--- src/rtl/maltsev_pkg.sv ---
// ---------------------------------------------------------------------------
// maltsev_pkg
//   Shared definitions for the operation_* family of recursive-function
//   datapath operators.
//   Contents:
//     DEFAULT_BW  default word width of operands and results
//     state_t     two-state handshake FSM encoding (IDLE, DONE)
//     ST_REQ      level of ST that requests an operation
//     RD_VALID    level of RD that marks RES as valid
//     RD_IDLE     level of RD while no result is being presented
//     hs_next()   next-state function of the common ST/RD handshake
// ---------------------------------------------------------------------------
package maltsev_pkg;

    localparam int DEFAULT_BW = 16;

    typedef enum logic {
        IDLE = 1'b0,
        DONE = 1'b1
    } state_t;

    localparam logic ST_REQ   = 1'b1;
    localparam logic RD_VALID = 1'b1;
    localparam logic RD_IDLE  = 1'b0;

    // A request is accepted from IDLE and held in DONE until ST drops, so a
    // new request always needs at least one cycle with ST low in between.
    function automatic state_t hs_next(input state_t cur, input logic st);
        state_t nxt;
        nxt = cur;
        case (cur)
            IDLE:    nxt = (st == ST_REQ) ? DONE : IDLE;
            DONE:    nxt = (st == ST_REQ) ? DONE : IDLE;
            default: nxt = IDLE;
        endcase
        return nxt;
    endfunction

endpackage

--- src/rtl/operand_select.sv ---
// ---------------------------------------------------------------------------
// operand_select
//   Static INC-to-1 selector of BW-bit operands. The selected index SI is a
//   parameter, so the "mux" collapses to wiring; unselected operands have no
//   path to the output at all.
//   Parameters:
//     BW   operand width
//     INC  number of operands
//     SI   index of the selected operand, 0..INC-1
//   Ports:
//     operands  in   INC x BW  packed operand vector, operands[i] = IN<i>
//     sel       out  BW        operands[SI]
// ---------------------------------------------------------------------------
module operand_select
    import maltsev_pkg::*;
#(
    parameter int BW  = DEFAULT_BW,
    parameter int INC = 2,
    parameter int SI  = 0
) (
    input  logic [INC-1:0][BW-1:0] operands,
    output logic [BW-1:0]          sel
);

    // An out-of-range projection index is a configuration error, not
    // something to clamp silently.
    if (SI < 0 || SI >= INC) begin : g_bad_si
        $error("operand_select: SI=%0d outside 0..%0d", SI, INC - 1);
    end

    if (BW < 1) begin : g_bad_bw
        $error("operand_select: BW=%0d must be at least 1", BW);
    end

    assign sel = operands[SI];

endmodule

--- src/rtl/operation_i_bw16_inc2_si1.sv ---
// ---------------------------------------------------------------------------
// operation_i_bw16_inc2_si1
//   Maltsev projection primitive I(SI) of arity 2 over BW-bit words. On a
//   start request it registers operand IN<SI>, presents it on res and raises
//   rd one clock later. The result is held (inputs are not re-sampled) until
//   st drops.
//   Parameters:
//     BW   word width (default 16)
//     INC  arity, fixed at 2 by the port list
//     SI   projected operand index (default 1)
//   Ports:
//     rst  in   1   synchronous reset, active low
//     st   in   1   start request, level sensitive
//     clk  in   1   clock, rising edge
//     rd   out  1   high while res holds the result of the current request
//     res  out  BW  projected result, registered
//     in0  in   BW  operand 0
//     in1  in   BW  operand 1
// ---------------------------------------------------------------------------
module operation_i_bw16_inc2_si1
    import maltsev_pkg::*;
#(
    parameter int BW  = DEFAULT_BW,
    parameter int INC = 2,
    parameter int SI  = 1
) (
    input  logic          rst,
    input  logic          st,
    input  logic          clk,
    output logic          rd,
    output logic [BW-1:0] res,
    input  logic [BW-1:0] in0,
    input  logic [BW-1:0] in1
);

    if (INC != 2) begin : g_bad_inc
        $error("operation_i_bw16_inc2_si1: INC=%0d, port list provides 2 operands", INC);
    end

    logic [INC-1:0][BW-1:0] operands;
    logic [BW-1:0]          selected;

    state_t        state_q, state_d;
    logic [BW-1:0] res_q, res_d;
    logic          rd_q, rd_d;

    assign operands[0] = in0;
    assign operands[1] = in1;

    operand_select #(
        .BW  (BW),
        .INC (INC),
        .SI  (SI)
    ) u_operand_select (
        .operands (operands),
        .sel      (selected)
    );

    // NOTE: every signal written here gets a default first, so no path through
    // the case leaves it unassigned and no latch is inferred.
    always_comb begin
        state_d = hs_next(state_q, st);
        res_d   = res_q;
        rd_d    = rd_q;
        case (state_q)
            IDLE: begin
                if (st == ST_REQ) begin
                    res_d = selected;
                    rd_d  = RD_VALID;
                end else begin
                    rd_d  = RD_IDLE;
                end
            end
            DONE: begin
                // Result is frozen while the request is held; only the
                // falling edge of st releases it.
                rd_d = (st == ST_REQ) ? RD_VALID : RD_IDLE;
            end
            default: begin
                rd_d = RD_IDLE;
            end
        endcase
    end

    // NOTE: state registers use non-blocking assignments so every register
    // samples the pre-edge values, independent of statement order.
    always_ff @(posedge clk) begin
        if (!rst) begin
            state_q <= IDLE;
            res_q   <= '0;
            rd_q    <= RD_IDLE;
        end else begin
            state_q <= state_d;
            res_q   <= res_d;
            rd_q    <= rd_d;
        end
    end

    // Outputs come straight from flops: no combinational input-to-output path.
    assign rd  = rd_q;
    assign res = res_q;

endmodule

--- config.mk ---
export PLATFORM = sky130hd
export DESIGN_NAME = operation_i_bw16_inc2_si1
export DESIGN_NICKNAME = d
export VERILOG_FILES = /design/src/rtl/maltsev_pkg.sv /design/src/rtl/operand_select.sv /design/src/rtl/operation_i_bw16_inc2_si1.sv
export SDC_FILE = /design/constraint.sdc
export NUM_CORES = 1
export LEC_CHECK = 0
export ABC_AREA = 1
export CORE_AREA = 2 2 51 53
export CTS_CLUSTER_DIAMETER = 30
export DETAILED_ROUTE_END_ITERATION = 10
export DIE_AREA = 0 0 53 55
export DONT_BUFFER_PORTS = 1
export PLACE_DENSITY = 0.54
export SLEW_MARGIN = 20
export SYNTH_ARGS = -nofsm -noshare
export SYNTH_HDL_FRONTEND = slang
export SYNTH_HIERARCHICAL = 1
export SYNTH_SLANG_ARGS = --single-unit
export TNS_END_PERCENT = 30
--- constraint.sdc ---
create_clock -name clk -period 1.9 [get_ports clk]
set_clock_uncertainty 0.05 [all_clocks]
set_input_delay 0.19 -clock clk [delete_from_list [all_inputs] [get_ports clk]]
set_output_delay 0.19 -clock clk [all_outputs]
set_load 0.1 [all_outputs]
# Word-level counts from Yosys, hierarchy flattened
# Index checks and enable logic that the tools add are counted.
[totals]
reg_bits = 17
inputBits = 35
out_inout_bits = 17
wordCells = 5
[classes]
muxes = 1
bitwise = 1
n_reduce_logical = 1
[op_table]
columns = ["cell", "count"]
rows = [
  ["$reduce_and A2 Y1", 1],
  ["$mux W1", 1],
  ["$not A1 Y1", 1],
]

# Depth between registers and ports, before layout
[depth]
ltp_word = 2
ltp_mapped = 6
mapped_depth_nobuf = 4

# By module
# Netlist, hierarchy kept.
[by_module_without_submodules]
columns = ["mod", "instances", "cells_per_inst", "area_each_um2", "seq_area_each_um2"]
rows = [
  ["operation_i_bw16_inc2_si1", 1, 108, 729.4, 340.3],
  ["operand_select", 1, 16, 120.1, 0.0],
]

# Worst setup path before layout
# No wires, ideal clock.
[synth_timing]
path_type = "reg-to-reg"
startpoint = "reg state_q"
endpoint = "reg res_q[10], in the netlist res[10]"
setup_ns = 0.065
arrival_ns = 1.675
required_ns = 1.785
setup_slack_ns = 0.110
path_stages_with_launch = 6
n_path_buf = 1
period_less_slack_ns = 1.790
path_cell_list = "dfxtp_1 inv_1 buf_2 nand3_1 nand2_1 nor2_1"
[synth_between]
elab_chain_len = 2
[synth_lines]
columns = ["item", "line_no", "text"]
rows = [
  ["start: declaration", "operation_i_bw16_inc2_si1.sv:43", "state_t state_q, state_d;"],
  ["start signal: assignment", "operation_i_bw16_inc2_si1.sv:93", "state_q <= state_d;"],
  ["$not A1 Y1", "-", ""],
  ["$reduce_and A2 Y1 (no line)", "-", ""],
  ["end signal: assignment", "operation_i_bw16_inc2_si1.sv:94", "res_q <= res_d;"],
  ["end: declaration", "operation_i_bw16_inc2_si1.sv:44", "logic [BW-1:0] res_q, res_d;"],
]
# Every way passes these cells.
# A chain may end at the register's enable or synchronous reset.

==> run metrics <==
RSZ-0062 raised after global routing=false; area occupied by multi-input gates=275 um2; Cells after Synth=124; largest net degree at the start of global routing=19; Leak=0.502 nW; min cycle time layout=~1200 ps; worst-path fanout max=3; max cap viols=0; maximum VDD drop=0.374 mV; Routed WL=about 1.5 mm; worst-case hold slack=43.0 ps; reg2reg path depth=4; Worst-path clk slew=90 ps; count of pins over their slew limit=0; R2R Path Start=state_q; R2R Setup Slk=750 ps; hold path endpoint=res[15]; post-DP HPWL=around 1.2 mm; Fill cells=264; routability cong.=0.720; Cell Rows=18; sequential element share of the synthesized area=40.1%; CP cell instances=buf_4; Port Buffer Count=0; Post-CTS Hold Fix Bufs=3; CTS sink count=17; CP Capture Type=output pin; Seq. cell area=340 um2; Achievable Freq=0.808 GHz; synthesis warning total=6; Vert. Die Dim=~55 um; Post-DRT Antenna Nets=0; total vias in the final route=659; Core ar.=approximately 2400 um2; crit path from=state_q; mapped cell area=850 um2; CTS tree=done; hold path start=st; share of cells above drive strength 1=17.5%; Final Cycle Share=between 60 and 70%; commonest non-fill, non-tap cell in the layout=nor2_1; clk_lat worst skew=~270 ps; Slowest cell on crit path=dfxtp_1; Synth Area per Inst=~6.9 um2; syn_nets=159; antenna violations before repair=0; total number of H-tree levels=1; CP startpoint kind=flop; setup_tns=0 ps; initial core utilization=35.9%; Critical Path AT=1000 ps; Hold Crit Depth=3; Post-CTS Setup Bufs=0; Critical Path Max Stage Delay=~400 ps; Buf+Inv Stages, Crit Path=1; Final Hold Fails=0; relative slew slack=65.1%; Cell variety after synth=10; die footprint=2920 um2; outcome=complete, no violations; root buf cell=clkbuf_4; PwrDens=980 nW/um2; WL/cell=9.89 um; vias in the first global route=between 600 and 700; CTS Buf Count=3; Slew @ Worst Pin=522 ps; First-pass DRT Iterations=4; CP Data Required Time=1660 ps; final core occ=38.4%; most frequent cells in the layout=nor2_1 (32), inv_1 (18), nand2_1 (17), buf_4 (17), dfxtp_1 (17); FF+latch count, synth=17; number of vias per cell=approximately 4.2; Setup CP Type=reg -> out; Crit path max-delay family=flip-flops; r2r endpoint=res[5]; die extent in x=53 um; total grt overflow=0; NumNets Final=roughly 160; Residual DRC=0; Global Route Usage Sum=12.1%; worst hold path class=in -> reg; num ports=52; first-pass GRT wire length=2.60 mm; area grow syn2layout=6.92%; Max clock buf depth=2; Resized Gates After CTS=0; ant diodes=0; final setup vio count=0; drt first-iter violations=17
cell families (layout without fill, tap and decap cells):
kind of cell  after synthesis  after routing  share of synthesized area (%)
buf+inv                    41             43                           27.5
flops                      17             17                           40.1
simple gates               66             66                           32.4
worst max-delay path by stage:
stage / endpoint / slack, ps / cells past startpoint
after floorplan: res[10] / 110 / 5
after global placement: res[9] / 790 / 4
after detailed placement: res[5] / 780 / 4
after CTS: rd / 650 / 1
after global routing: res[5] / 610 / 4
final: rd / 660 / 1
routing by layer:
| metal | vias to the layer above | wire (um) | track usage [%] | part of all wire [%] |
|---|---|---|---|---|
| met5 | - | 0 | 0 | 0 |
| met4 | 0 | 19 | 6.84 | 1.2 |
| met3 | 2 | 79 | 2.42 | 5.1 |
| met2 | 25 | 675 | 18.8 | 44 |
| met1 | 280 | 768 | 15.7 | 50 |
| li1 | 352 | - | - | - |
synth_stat cells:
cell,count,share of area (%)
buf_6,2,2.7
inv_1,18,8.0
nand2_1,17,7.5
inv_2,1,0.44
nor2_4,1,1.3
buf_4,16,14
dfxtp_1,17,40
buf_2,4,2.4
nand3_1,16,9.4
nor2_1,32,14
area by class of cell:
| class | instances | share of cell area (%) |
|---|---|---|
| Tap cell | 30 | 4.13 |
| Multi-Input combinational cell | 66 | 30.3 |
| Clock buffer | 4 | 2.89 |
| Inverter | 19 | 7.85 |
| Timing Repair Buffer | 20 | 17.4 |
| Sequential cell | 17 | 37.5 |
through the flow:
| step | instances | setup slack [ps] | power (mW) | instance area (um2) |
|---|---|---|---|---|
| after floorplan | 124 | 110 | 0.695 | 850 |
| after global placement | 149 | 794 | 0.710 | 852 |
| after detailed placement | 149 | 775 | 0.713 | 852 |
| after CTS | 156 | 645 | 0.901 | 908 |
| after global routing | 156 | 612 | 0.933 | 908 |
| final | 156 | 662 | 0.890 | 908 |
sequential cells by signal, summed over array words and instances (netlist names):
signal / cells
state_q: 1
res: 16
where the power goes:
| part | switching [mW] | internal (mW) |
|---|---|---|
| sequential | 0.0124 | 0.383 |
| combinational | 0.252 | 0.0638 |
| clock | 0.0979 | 0.0813 |
Note: power is estimated with default switching activity, not from simulation.
